==> src/rtl/vga_frame_decoder.sv <==
// VGA receive-side decoder: samples each grid cell centre and rebuilds the ROWS*COLS lit matrix once per frame.
// Optional STABLE_FILTER_EN: commit a frame only when it matches the previous completed frame.
module vga_frame_decoder #(
  parameter int PIX_DIV    = 2,
  parameter int H_OFFSET   = 144,
  parameter int V_OFFSET   = 35,
  parameter int ORIGIN_X   = 80,
  parameter int ORIGIN_Y   = 0,
  parameter int CELL_W     = 40,
  parameter int CELL_H     = 30,
  parameter int ROWS       = 16,
  parameter int COLS       = 12,
  parameter int LIT_THRESH = 8
) (
  input  logic                   clock,
  input  logic                   reset,
  input  logic                   VGA_hSync,
  input  logic                   VGA_vSync,
  input  logic [3:0]             VGA_R,
  input  logic [3:0]             VGA_G,
  input  logic [3:0]             VGA_B,
  output logic [ROWS*COLS-1:0]   data_out,
  output logic                   frame_valid,
  output logic [7:0]             frame_count,
  output logic                   sync_error
);

  localparam int NB = ROWS * COLS;
  localparam int IW = $clog2(NB);
  localparam int RW = $clog2(ROWS + 1);
  localparam int CW = $clog2(COLS + 1);
  localparam int PW = (PIX_DIV > 1) ? $clog2(PIX_DIV) : 1;

  localparam logic [9:0]    MAX10     = 10'd1023;
  localparam logic [9:0]    COL0      = 10'(H_OFFSET + ORIGIN_X + CELL_W / 2);
  localparam logic [9:0]    ROW0      = 10'(V_OFFSET + ORIGIN_Y + CELL_H / 2);
  localparam logic [9:0]    STEP_X    = 10'(CELL_W);
  localparam logic [9:0]    STEP_Y    = 10'(CELL_H);
  localparam logic [RW-1:0] ROWS_L    = RW'(ROWS);
  localparam logic [CW-1:0] COLS_L    = CW'(COLS);
  localparam logic [IW-1:0] COLS_I    = IW'(COLS);
  localparam logic [PW-1:0] PRESC_TOP = PW'(PIX_DIV - 1);
  localparam logic [7:0]    NB_L      = 8'(NB);
  localparam logic [3:0]    THR       = 4'(LIT_THRESH);
  localparam logic [13:0]   SYNC_IDLE = 14'b11_0000_0000_0000;

  typedef enum logic {ST_ARM, ST_RUN} state_t;

  // {hSync, vSync, R, G, B}; three identical stages keep RGB aligned with the edge-derived pixel count
  logic [13:0]   r_s1, r_s2, r_s3;
  logic [PW-1:0] r_presc;
  logic [9:0]    r_pix, r_line, r_row_ln, r_col_px;
  logic [RW-1:0] r_row;
  logic [CW-1:0] r_col;
  logic [IW-1:0] r_row_base;
  state_t        r_state;
  logic [NB-1:0] r_shadow, r_data;
  logic [7:0]    r_samp_cnt, r_frame_count;
  logic          r_frame_valid, r_sync_error;
`ifdef STABLE_FILTER_EN
  logic [NB-1:0] r_prev;
`endif

  logic          w_hs_fall, w_vs_fall, w_take, w_lit;
  logic [IW-1:0] w_idx;
  logic [NB-1:0] w_hit, w_shadow_upd;
  logic [7:0]    w_cnt_upd;

  assign w_hs_fall = r_s3[13] & ~r_s2[13];
  assign w_vs_fall = r_s3[12] & ~r_s2[12];
  assign w_lit     = (r_s3[11:8] >= THR) || (r_s3[7:4] >= THR) || (r_s3[3:0] >= THR);
  assign w_take    = (r_row != ROWS_L) && (r_col != COLS_L) && (r_line == r_row_ln) &&
                     (r_pix == r_col_px) && (r_presc == '0);
  assign w_idx     = r_row_base + IW'(r_col);
  assign w_hit     = {{(NB-1){1'b0}}, 1'b1} << w_idx;
  // A sample landing in the same cycle as the vSync edge still belongs to the closing frame
  assign w_shadow_upd = (w_take && w_lit) ? (r_shadow | w_hit) : r_shadow;
  assign w_cnt_upd    = r_samp_cnt + 8'(w_take);

  always_ff @(posedge clock) begin
    if (reset) begin
      r_s1       <= SYNC_IDLE;
      r_s2       <= SYNC_IDLE;
      r_s3       <= SYNC_IDLE;
      r_presc    <= '0;
      r_pix      <= '0;
      r_line     <= '0;
      r_row      <= '0;
      r_row_ln   <= ROW0;
      r_row_base <= '0;
      r_col      <= '0;
      r_col_px   <= COL0;
    end else begin
      r_s1 <= {VGA_hSync, VGA_vSync, VGA_R, VGA_G, VGA_B};
      r_s2 <= r_s1;
      r_s3 <= r_s2;

      if (w_hs_fall) begin
        r_presc <= '0;
        r_pix   <= '0;
      end else if (r_presc == PRESC_TOP) begin
        r_presc <= '0;
        if (r_pix != MAX10) r_pix <= r_pix + 10'd1;
      end else begin
        r_presc <= r_presc + PW'(1);
      end

      if (w_vs_fall)                        r_line <= '0;
      else if (w_hs_fall && r_line != MAX10) r_line <= r_line + 10'd1;

      // Row stepping: move to the next row once its sample line has ended
      if (w_vs_fall) begin
        r_row      <= '0;
        r_row_ln   <= ROW0;
        r_row_base <= '0;
      end else if (w_hs_fall && r_row != ROWS_L && r_line == r_row_ln) begin
        r_row      <= r_row + RW'(1);
        r_row_ln   <= r_row_ln + STEP_Y;
        r_row_base <= r_row_base + COLS_I;
      end

      if (w_hs_fall || w_vs_fall) begin
        r_col    <= '0;
        r_col_px <= COL0;
      end else if (w_take) begin
        r_col    <= r_col + CW'(1);
        r_col_px <= r_col_px + STEP_X;
      end
    end
  end

  always_ff @(posedge clock) begin
    if (reset) begin
      r_state       <= ST_ARM;
      r_shadow      <= '0;
      r_samp_cnt    <= '0;
      r_data        <= '0;
      r_frame_valid <= 1'b0;
      r_frame_count <= '0;
      r_sync_error  <= 1'b0;
`ifdef STABLE_FILTER_EN
      r_prev        <= '0;
`endif
    end else begin
      r_frame_valid <= 1'b0;
      r_shadow      <= w_shadow_upd;
      r_samp_cnt    <= w_cnt_upd;
      if (w_vs_fall) begin
        r_shadow   <= '0;
        r_samp_cnt <= '0;
        if (r_state == ST_ARM) begin
          r_state <= ST_RUN;
        end else if (w_cnt_upd == NB_L) begin
`ifdef STABLE_FILTER_EN
          r_prev <= w_shadow_upd;
          if (w_shadow_upd == r_prev) begin
            r_data        <= w_shadow_upd;
            r_frame_valid <= 1'b1;
            r_frame_count <= r_frame_count + 8'd1;
          end
`else
          r_data        <= w_shadow_upd;
          r_frame_valid <= 1'b1;
          r_frame_count <= r_frame_count + 8'd1;
`endif
        end else begin
          r_sync_error <= 1'b1;
        end
      end
      if (r_state == ST_RUN && (r_pix == MAX10 || r_line == MAX10)) r_sync_error <= 1'b1;
    end
  end

  assign data_out    = r_data;
  assign frame_valid = r_frame_valid;
  assign frame_count = r_frame_count;
  assign sync_error  = r_sync_error;

endmodule

==> config.mk <==
export PLATFORM = sky130hd
export DESIGN_NAME = vga_frame_decoder
export DESIGN_NICKNAME = d
export VERILOG_FILES = /design/src/rtl/vga_frame_decoder.sv
export SDC_FILE = /design/constraint.sdc
export NUM_CORES = 1
export LEC_CHECK = 0
export CAP_MARGIN = 20
export CORE_UTILIZATION = 52
export CTS_CLUSTER_SIZE = 8
export DETAILED_ROUTE_END_ITERATION = 7
export PLACE_DENSITY = 0.87
export SYNTH_ARGS = -nofsm -noshare
export SYNTH_HDL_FRONTEND = slang
export SYNTH_SLANG_ARGS = --single-unit
==> constraint.sdc <==
create_clock -name clock -period 11.85 [get_ports clock]
set_input_delay 2.37 -clock clock [delete_from_list [all_inputs] [get_ports clock]]
set_output_delay 2.37 -clock clock [all_outputs]
set_load 0.03 [all_outputs]
==> flow_metrics.env, run 1 <==
export IMPL_worstPathMaxFanout=242
export IMPL_synth_seq_cells=470
export IMPL_ir_worst_vdd_v=0.0001101
export IMPL_antenna_found_initial=0
export IMPL_totalWireLength_um=45920
export IMPL_syn_nets=1875
export IMPL_yosys_top_cells_area="dfxtp_1 54%, nor2_1 8.0%, a211oi_1 4.2%, a31oi_1 4.2%, o21a_1 2.8%"
export IMPL_dpl_hpwl_um=28220
export IMPL_io_buffers=208
export IMPL_coreArea_um2=32620
export IMPL_yosysUniqueCellTypes=64
export IMPL_chipHeight_um=184.5
export IMPL_antenna_cells=0
export IMPL_holdBufCountCts=0
export IMPL_final_nets=2023
export IMPL_drtIter0Drc=1470
export IMPL_path_buf_inv=2
export IMPL_first_pass_iters=7
export IMPL_clk_pin_slew_ns=0.05
export IMPL_relSlewSlack_pct=20.60
export IMPL_worstMarginPinSlew_ns=1.191
export IMPL_cts_setup_buffers=0
export IMPL_final_util_pct=65.31
export IMPL_slew_violations=0
export IMPL_async_reset_ff_share_pct=0
export IMPL_yosysTopAreaCell="dfxtp_1"
export IMPL_syn_to_final_growth_pct=22.97
export IMPL_drcViolationCount=0
export IMPL_drive_gt1_share_pct=6.366
export IMPL_hp_class="reg -> reg"
export IMPL_cts_sink_count=470
export IMPL_routed_via_count=14640
export IMPL_finalSetupViolations=0
export IMPL_synth_edf_count=0
export IMPL_synth_ff_type="dfxtp_1"
export IMPL_grt_max_degree=243
export IMPL_p_leak_nw=7.402
export IMPL_synth_most_common_cell="dfxtp_1"
export IMPL_synth_top_area_share_pct=54.31
export IMPL_critPathRequiredTime_ns=12.29
export IMPL_grt_pass1_wl_um=72820
export IMPL_timing_fmax_ghz=0.1918
export IMPL_avgSynthCellArea_um2=9.410
export IMPL_ant_nets=0
export IMPL_clock_path_buffers=3
export IMPL_critPathKind="reg -> reg"
export IMPL_fin_setup_tns_ns=0
export IMPL_synth_seq_area_share_pct=54.31
export IMPL_crit_slowest_cell="buf_12"
export IMPL_clockRootBuffer="clkbuf_16"
export IMPL_synth_warnings=0
export IMPL_critPathArrivalTime_ns=5.65
export IMPL_path_common_cell="ha_1"
export IMPL_final_cells=2437
export IMPL_htreeDepth=3
export IMPL_status="completed"
export IMPL_synthesis_instances=1841
export IMPL_die_area_um2=34050
export IMPL_rsz0062_at_grt="no"
export IMPL_overflow=0
export IMPL_vias_per_cell=6.009
export IMPL_cts_tree="done"
export IMPL_post_route_period_util_pct=43.99
export IMPL_syn_area_um2=17320
export IMPL_ioPinCount=218
export IMPL_yosys_top_cells_count="470 x dfxtp_1, 371 x nor2_1, 115 x a31oi_1, 98 x a211oi_1, 95 x a21oi_1"
export IMPL_die_x_um=184.5
export IMPL_cts_buffers=68
export IMPL_gp_congestion=0.8591
export IMPL_grt_usage_pct=26.54
export IMPL_cp_slowest_stage_delay_ns=0.63
export IMPL_fin_skew_ns=0.01456
export IMPL_cp_cell_sequence="inv_1 > ha_1 > and3_1 > nor3_2 > nand4_2 > nor2_1 > ha_1 > ha_1 > nand4b_1 > mux2i_1 > a31oi_2 > nor3_4 > buf_12 > nor2_1 > a211oi_1"
export IMPL_post_drt_wl_per_cell_um=18.84
export IMPL_clkLatencyLatePin_ns=0.56
export IMPL_cap_violations=0
export IMPL_start_util_pct=53.11
export IMPL_cp_start_kind="register"
export IMPL_grt_pass1_vias=14230
export IMPL_period_minus_slack_ns=5.213
export IMPL_dp_cells=2358
export IMPL_power_density_nw_per_um2=156.1
export IMPL_critPathCaptureType="register"
export IMPL_cts_resized=0
export IMPL_finalHoldViolCount=0
export IMPL_crit_family="simple AND/OR/NAND/NOR gates"
export IMPL_rows=66
[cells in the final DEF, fill, tap and decap left out, types with 5 or more instances in the layout]
| master | Yosys | routed |
|---|---|---|
| dfxtp_1 | 470 | 470 |
| nor2_1 | 371 | 370 |
| clkdlybuf4s50_1 | 0 | 207 |
| a31oi_1 | 115 | 115 |
| a211oi_1 | 98 | 98 |
| a21oi_1 | 95 | 95 |
| clkbuf_16 | 0 | 68 |
| o21a_1 | 65 | 65 |
| o21ai_0 | 62 | 62 |
| nand2_1 | 53 | 53 |
| xor2_1 | 33 | 33 |
| o31a_1 | 32 | 32 |
| nor3_1 | 28 | 28 |
| xnor2_1 | 28 | 28 |
| nand3_1 | 18 | 18 |
| mux2i_1 | 18 | 18 |
| a41oi_1 | 18 | 18 |
| o22ai_1 | 17 | 17 |
| ha_1 | 17 | 17 |
| nand4_1 | 16 | 16 |
| inv_1 | 16 | 15 |
| and3_1 | 15 | 15 |
| nor2b_1 | 14 | 14 |
| buf_4 | 4 | 13 |
| and2_1 | 11 | 11 |
| or3_1 | 10 | 10 |
| nor4_4 | 8 | 8 |
| nor4_1 | 6 | 6 |
| or2_2 | 7 | 6 |
| nand2b_1 | 5 | 5 |
[power breakdown]
group | total [W] | switching (W) | leakage, nW | internal, W
Clock | 0.00169 | 0.000664 | 0.890 | 0.00102
Sequential | 0.00159 | 0.00000248 | 3.79 | 0.00159
Combinational | 0.0000482 | 0.0000381 | 2.72 | 0.0000100
Total | 0.00333 | 0.000705 | 7.40 | 0.00262
[worst reg2reg max path: stages (launching register included)]
cell      delay, ns
dfxtp_1        0.42
inv_1          0.10
ha_1           0.38
and3_1         0.30
nor3_2         0.14
nand4_2        0.59
nor2_1         0.46
ha_1           0.26
ha_1           0.29
nand4b_1       0.12
mux2i_1        0.21
a31oi_2        0.15
nor3_4         0.28
buf_12         0.63
nor2_1         0.41
a211oi_1       0.34
[metal layers]
metal | global-route usage [%] | up-vias | part of all wire [%]
li1 | - | 6803 | -
met1 | 32.05 | 7109 | 39
met2 | 45.65 | 619 | 50
met3 | 4.169 | 113 | 7.0
met4 | 13.47 | 0 | 3.6
met5 | 0 | - | 0
[metrics by stage]
step | instance area, um^2 | hold WS (ns) | total power (W) | worst slack (ns)
global route | 21300 | 0.4180 | 0.003413 | 6.313
floorplan | 17320 | 0.3895 | 0.001654 | 7.897
detailed placement | 19430 | 0.3975 | 0.001666 | 6.854
CTS | 21240 | 0.4109 | 0.003339 | 6.794
finish | 21300 | 0.4097 | 0.003326 | 6.637
global placement | 19430 | 0.3924 | 0.001665 | 6.981
[final timing paths]
kind	end	cells after the start	slack, ns	start
worst max register to register	data_out[55]	15	6.64	r_col[0]
worst max-delay path	data_out[55]	15	6.64	r_col[0]
worst min register to register	r_s2[13]	1	0.41	r_s1[13]
worst min-delay path	r_s2[13]	1	0.41	r_s1[13]
[layout make-up]
type                       count  area, um^2
timing repair buffer         224        2248
tap                          442       553.0
clock inverter                 6       108.9
sequential                   470        9409
multi-input combinational   1208        7211
inverter                      17       63.81
clock buffer                  70        1709
fill                        2360       11320
[cell families (layout without fill, tap and decap cells)]
kind of cell | after synthesis | count (layout) | synth area share, %
and+or+nand+nor | 593 | 593 | 16.20
AOI/OAI and AO/OA | 515 | 515 | 19.64
DFF | 470 | 470 | 54.31
buffers and inverters | 163 | 317 | 4.160
xor gates and xnor gates | 62 | 62 | 3.178
muxes | 20 | 20 | 1.170
adders and majority gates | 18 | 18 | 1.343
[registers in the layout, summed over array words and instances, names as in the netlist, 6 cells and up]
name and count:
r_shadow 192, r_col_px 7, frame_count 8, r_row_base 6, r_row_ln 9, r_samp_cnt 8, r_pix 10, r_line 10
data_out 192
(Power assumes the default switching activity.)
==> run 2: changes to the inputs <==
--- a/config.mk
+++ b/config.mk
@@ -6,10 +6,10 @@
 export NUM_CORES = 1
 export LEC_CHECK = 0
 export CAP_MARGIN = 20
-export CORE_UTILIZATION = 52
+export CORE_UTILIZATION = 49
 export CTS_CLUSTER_SIZE = 8
 export DETAILED_ROUTE_END_ITERATION = 7
-export PLACE_DENSITY = 0.87
+export PLACE_DENSITY = 0.86
 export SYNTH_ARGS = -nofsm -noshare
 export SYNTH_HDL_FRONTEND = slang
 export SYNTH_SLANG_ARGS = --single-unit
==> constraint.sdc (replaced) <==
create_clock -name clock -period 4.4 [get_ports clock]
set_input_delay 0.88 -clock clock [delete_from_list [all_inputs] [get_ports clock]]
set_output_delay 0.88 -clock clock [all_outputs]
set_load 0.03 [all_outputs]
==> run 2 against run 1 <==
Global-route usage down 1.5 points. Clock-buffer cell count rose by 3. Die area rose by 6.1%. Worst setup slack worse by 6.3 ns. Power grew to 2.7 times the previous value. Cell area rose by 0.72%.
==> flow_metrics.env, run 2 (same netlist as run 1, synthesis figures left out) <==
export IMPL_fin_skew_ns=0.02250
export IMPL_drtIter0Drc=1225
export IMPL_grt_max_degree=109
export IMPL_io_buffers=208
export IMPL_die_area_um2=36110
export IMPL_critPathCaptureType="register"
export IMPL_coreArea_um2=34630
export IMPL_syn_to_final_growth_pct=23.85
export IMPL_holdBufCountCts=0
export IMPL_post_route_period_util_pct=93.16
export IMPL_cts_sink_count=470
export IMPL_relSlewSlack_pct=29.61
export IMPL_p_leak_nw=7.479
export IMPL_first_pass_iters=8
export IMPL_ioPinCount=218
export IMPL_switching_power_w=0.001854
export IMPL_multi_input_area_um2=7206
export IMPL_final_cell_mix="470 x dfxtp_1, 370 x nor2_1, 207 x clkdlybuf4s50_1"
export IMPL_antenna_found_initial=0
export IMPL_power_density_nw_per_um2=419.1
export IMPL_overflow=0
export IMPL_routed_via_count=14650
export IMPL_grt_pass1_vias=14010
export IMPL_clockRootBuffer="clkbuf_16"
export IMPL_ant_nets=0
export IMPL_critPathKind="reg -> reg"
export IMPL_chipHeight_um=190.0
export IMPL_cts_setup_buffers=0
export IMPL_clock_path_buffers=3
export IMPL_worstPathMaxFanout=34
export IMPL_power_w=0.008992
export IMPL_rows=68
export IMPL_drcViolationCount=0
export IMPL_critPathRequiredTime_ns=4.89
export IMPL_slew_violations=0
export IMPL_grt_pass1_wl_um=72440
export IMPL_status="completed"
export IMPL_final_cells=2463
export IMPL_preCtsSetupSlack_ns=0.3895
export IMPL_cts_resized=0
export IMPL_p_clk_share_pct=50.9
export IMPL_regArea_um2=9409
export IMPL_cts_tree="done"
export IMPL_gp_congestion=0.8787
export IMPL_totalWireLength_um=46380
export IMPL_hp_class="reg -> reg"
export IMPL_dpl_hpwl_um=29020
export IMPL_clk_pin_slew_ns=0.05
export IMPL_p_comb_share_pct=1.5
export IMPL_antenna_cells=0
export IMPL_final_nets=2035
export IMPL_timing_fmax_ghz=0.2440
export IMPL_start_util_pct=50.03
export IMPL_layout_commonest_cell="dfxtp_1"
export IMPL_worstMarginPinSlew_ns=1.056
export IMPL_post_drt_wl_per_cell_um=18.83
export IMPL_setup_ws_ns=0.3010
export IMPL_cp_start_kind="register"
export IMPL_fin_setup_tns_ns=0
export IMPL_htreeDepth=3
export IMPL_cts_buffers=68
export IMPL_critPathArrivalTime_ns=4.59
export IMPL_grt_usage_pct=25.02
export IMPL_finalHoldViolCount=0
export IMPL_power_internal_w=0.007138
export IMPL_finalSetupViolations=0
export IMPL_vias_per_cell=5.949
export IMPL_clkLatencyLatePin_ns=0.57
export IMPL_rsz0062_at_grt="no"
export IMPL_ir_worst_vdd_v=0.0003010
export IMPL_dp_cells=2385
export IMPL_final_fill_count=2635
export IMPL_period_minus_slack_ns=4.099
export IMPL_fin_worst_hold_slack_ns=0.4146
export IMPL_p_sw_share_pct=20.62
export IMPL_die_x_um=190.0
export IMPL_cap_violations=0
export IMPL_seqPwrFrac_pct=47.6
export IMPL_drive_gt1_share_pct=6.972
[run 2: per-layer routing]
layer | global-route usage [%] | share of wire, % | vias up
met4 | 13.71 | 4.3 | 0
li1 | - | - | 6820
met3 | 5.073 | 7.4 | 138
met2 | 42.08 | 49 | 668
met1 | 29.85 | 40 | 7027
met5 | 0 | 0 | -
[run 2: worst max-delay path: stages, from the launching register on]
cell and delay, ns:
dfxtp_1 0.42, inv_1 0.10, ha_1 0.37, and3_1 0.30, nor3_2 0.15, nand4_2 0.13
nor2_1 0.23, ha_1 0.25, nand3_1 0.20, mux2_2 0.34, a31oi_2 0.50, or3_1 0.37
buf_4 0.42, nand2_1 0.09, a21oi_1 0.12
[run 2: path summary, 6_finish.rpt]
kind / slack [ns] / cells after the start / to / start
hold / removal: 0.41 / 1 / r_s2[13] / r_s1[13]
setup reg to reg: 0.30 / 14 / frame_count[1] / r_col[0]
hold reg to reg: 0.41 / 1 / r_s2[13] / r_s1[13]
setup / recovery: 0.30 / 14 / frame_count[1] / r_col[0]
[run 2: through the flow]
stage | util (%) | area [um^2]
after floorplan | - | 17320
after global placement | 56.62 | 19610
after detailed placement | 56.62 | 19610
after CTS | 61.90 | 21440
after global routing | 61.96 | 21460
final | 61.96 | 21460
[run 2: layout make-up]
| cell class | instances | area share, % |
|---|---|---|
| Multi-Input combinational cell | 1208 | 33.58 |
| Timing Repair Buffer | 236 | 11.08 |
| Clock buffer | 73 | 8.316 |
| Sequential cell | 470 | 43.85 |
| Clock inverter | 4 | 0.2158 |
| Inverter | 17 | 0.2974 |
| Tap cell | 455 | 2.653 |
[run 2: power groups by stage]
stage          Combinational (W)  Clock, W  Sequential [W]
2_1_floorplan          0.0000921         0         0.00436
3_3_place_gp            0.000126         0         0.00436
3_5_place_dp            0.000128         0         0.00436
4_1_cts                 0.000128   0.00463         0.00428
5_1_grt                 0.000140   0.00482         0.00428
6_report                0.000131   0.00458         0.00428
==> run 3: changes to the inputs <==
--- a/config.mk
+++ b/config.mk
@@ -6,10 +6,12 @@
 export NUM_CORES = 1
 export LEC_CHECK = 0
 export CAP_MARGIN = 20
-export CORE_UTILIZATION = 49
+export CORE_UTILIZATION = 45
 export CTS_CLUSTER_SIZE = 8
 export DETAILED_ROUTE_END_ITERATION = 7
-export PLACE_DENSITY = 0.86
+export PLACE_DENSITY = 0.81
+export SKIP_CTS_REPAIR_TIMING = 1
+export SLEW_MARGIN = 20
 export SYNTH_ARGS = -nofsm -noshare
 export SYNTH_HDL_FRONTEND = slang
 export SYNTH_SLANG_ARGS = --single-unit
==> run 3 against run 2 <==
Clock-buffer cell count shrank 4. Maximum frequency is 1.7% lower. First-iteration DRC count decreased by 3.8%. Die area is 8.8% higher. Cell area is 0.66% higher. Sequential share of layout area down 0.29 points. Wire length increased by 0.15%. Core utilization fell by 4.8 points. Clock skew is 0.010 ns higher. Worst hold slack worse by 0.0069 ns. Register-to-register slack got worse by 0.07 ns. Largest cell class unchanged.
==> flow_metrics.env, run 3 (same netlist as run 1, synthesis figures left out) <==
export IMPL_worstPathMaxFanout=45
export IMPL_clk_pin_slew_ns=0.05
export IMPL_top_usage_layer="met2"
export IMPL_hold_start="r_s1[12]"
export IMPL_crit_slowest_cell="dfxtp_1"
export IMPL_slew_violations=0
export IMPL_r2r_end="data_out[70]"
export IMPL_dpl_hpwl_um=29560
export IMPL_period_minus_slack_ns=4.171
export IMPL_start_util_pct=45.89
export IMPL_rr_startpoint="r_row[0]"
export IMPL_finalHoldViolCount=0
export IMPL_ioPinCount=218
export IMPL_totalWireLength_um=46450
export IMPL_critPathKind="reg -> reg"
export IMPL_met1_usage_pct=28.41
export IMPL_routed_via_count=14500
export IMPL_die_area_um2=39290
export IMPL_relSlewSlack_pct=25.58
export IMPL_grt_pass1_wl_um=73270
export IMPL_drive_gt1_share_pct=7.164
export IMPL_syn_to_final_growth_pct=24.67
export IMPL_cap_violations=0
export IMPL_grt_max_degree=128
export IMPL_antenna_found_initial=0
export IMPL_r2r_slack_ns=0.23
export IMPL_htreeDepth=3
export IMPL_grt_pass1_vias=14130
export IMPL_power_w=0.009024
export IMPL_final_cell_mix="470 x dfxtp_1, 370 x nor2_1, 207 x clkdlybuf4s50_1"
export IMPL_crit_family="simple AND/OR/NAND/NOR gates"
export IMPL_finalSetupViolations=0
export IMPL_path_common_cell="ha_1"
export IMPL_timing_fmax_ghz=0.2398
export IMPL_hp_class="reg -> reg"
export IMPL_drtIter0Drc=1178
export IMPL_antenna_cells=0
export IMPL_post_route_period_util_pct=94.79
export IMPL_coreArea_um2=37760
export IMPL_io_buffers=208
export IMPL_timing_hold_worst_endpoint="r_s2[12]"
export IMPL_cts_tree="done"
export IMPL_worstHoldPathCells=1
export IMPL_vias_per_cell=5.752
export IMPL_fin_skew_ns=0.03285
export IMPL_grt_usage_pct=23.42
export IMPL_overflow=0
export IMPL_die_x_um=198.2
export IMPL_layout_commonest_cell="dfxtp_1"
export IMPL_critPathCaptureType="register"
export IMPL_cp_cell_sequence="inv_1 > ha_1 > nor4bb_1 > nor4_4 > nand3_1 > nor2_1 > ha_1 > ha_1 > nand4b_1 > mux2i_1 > a31oi_2 > nor3_4 > buf_12 > buf_4 > nor2_1 > a211oi_1"
export IMPL_worstMarginPinSlew_ns=1.116
export IMPL_fin_setup_tns_ns=0
export IMPL_critPathRequiredTime_ns=4.86
export IMPL_post_drt_wl_per_cell_um=18.42
export IMPL_final_nets=2038
export IMPL_grtUsageMet3_pct=4.974
export IMPL_drcViolationCount=0
export IMPL_met2_usage_pct=38.58
export IMPL_final_fill_count=3140
export IMPL_rows=71
export IMPL_status="completed"
export IMPL_ir_worst_vdd_v=0.0002503
export IMPL_gp_congestion=0.8741
export IMPL_cp_start_kind="register"
export IMPL_place_area_um2=19710
export IMPL_p_leak_nw=7.508
export IMPL_cp_slowest_stage_delay_ns=0.40
export IMPL_critPathArrivalTime_ns=4.64
export IMPL_clock_path_buffers=3
export IMPL_final_util_pct=57.21
export IMPL_cts_sink_count=470
export IMPL_design_area_um2=21600
export IMPL_cp_depth=16
export IMPL_power_density_nw_per_um2=417.8
export IMPL_clockRootBuffer="clkbuf_16"
export IMPL_r2r_cells=16
export IMPL_path_buf_inv=3
export IMPL_ant_nets=0
export IMPL_rsz0062_at_grt="yes"
export IMPL_first_pass_iters=5
export IMPL_chipHeight_um=198.2
export IMPL_clkLatencyLatePin_ns=0.59
export IMPL_cts_buffers=68
## run 3: area by class of cell
cell class                      count  area (um^2)  share of cell area [%]
Timing Repair Buffer              239         2412                   11.17
Tap cell                          511        639.4                   2.960
Clock buffer                       69         1715                   7.942
Clock inverter                      7        152.6                  0.7068
Sequential cell                   470         9409                   43.56
Inverter                           17        63.81                  0.2954
Multi-Input combinational cell   1208         7206                   33.36
## run 3: how the worst max path moves through the flow
stage                     startpoint        endpoint
final                       r_row[0]    data_out[70]
after global routing        r_row[0]    data_out[23]
after CTS                   r_row[0]    data_out[70]
after detailed placement    r_row[0]    data_out[57]
after global placement      r_row[0]    data_out[10]
after floorplan             r_row[0]  frame_count[5]
## run 3: routing by layer
metal  share of wire (%)  up-vias  routed length [um]
li1                    -     6819                   -
met1                  41     6934               19060
met2                  48      606               22180
met3                 6.9      141                3225
met4                 4.3        0                1978
met5                   0        -                   0
## run 3: where the power goes
group | switching (W) | total [W] | internal, W | leakage [nW]
sequential | 0.00000597 | 0.00428 | 0.00428 | 3.79
combinational | 0.000102 | 0.000129 | 0.0000274 | 2.81
clock | 0.00183 | 0.00461 | 0.00278 | 0.911
total | 0.00194 | 0.00902 | 0.00709 | 7.51
## run 3: stage by stage
| stage | setup slack, ns | cells | hold WS [ns] |
|---|---|---|---|
| finish | 0.2293 | 2521 | 0.4077 |
| floorplan | 0.4473 | 1841 | 0.3895 |
| CTS | 0.2670 | 2520 | 0.4105 |
| global placement | 0.5578 | 2444 | 0.3917 |
| global route | -0.01157 | 2521 | 0.4174 |
| detailed placement | 0.3552 | 2444 | 0.3972 |
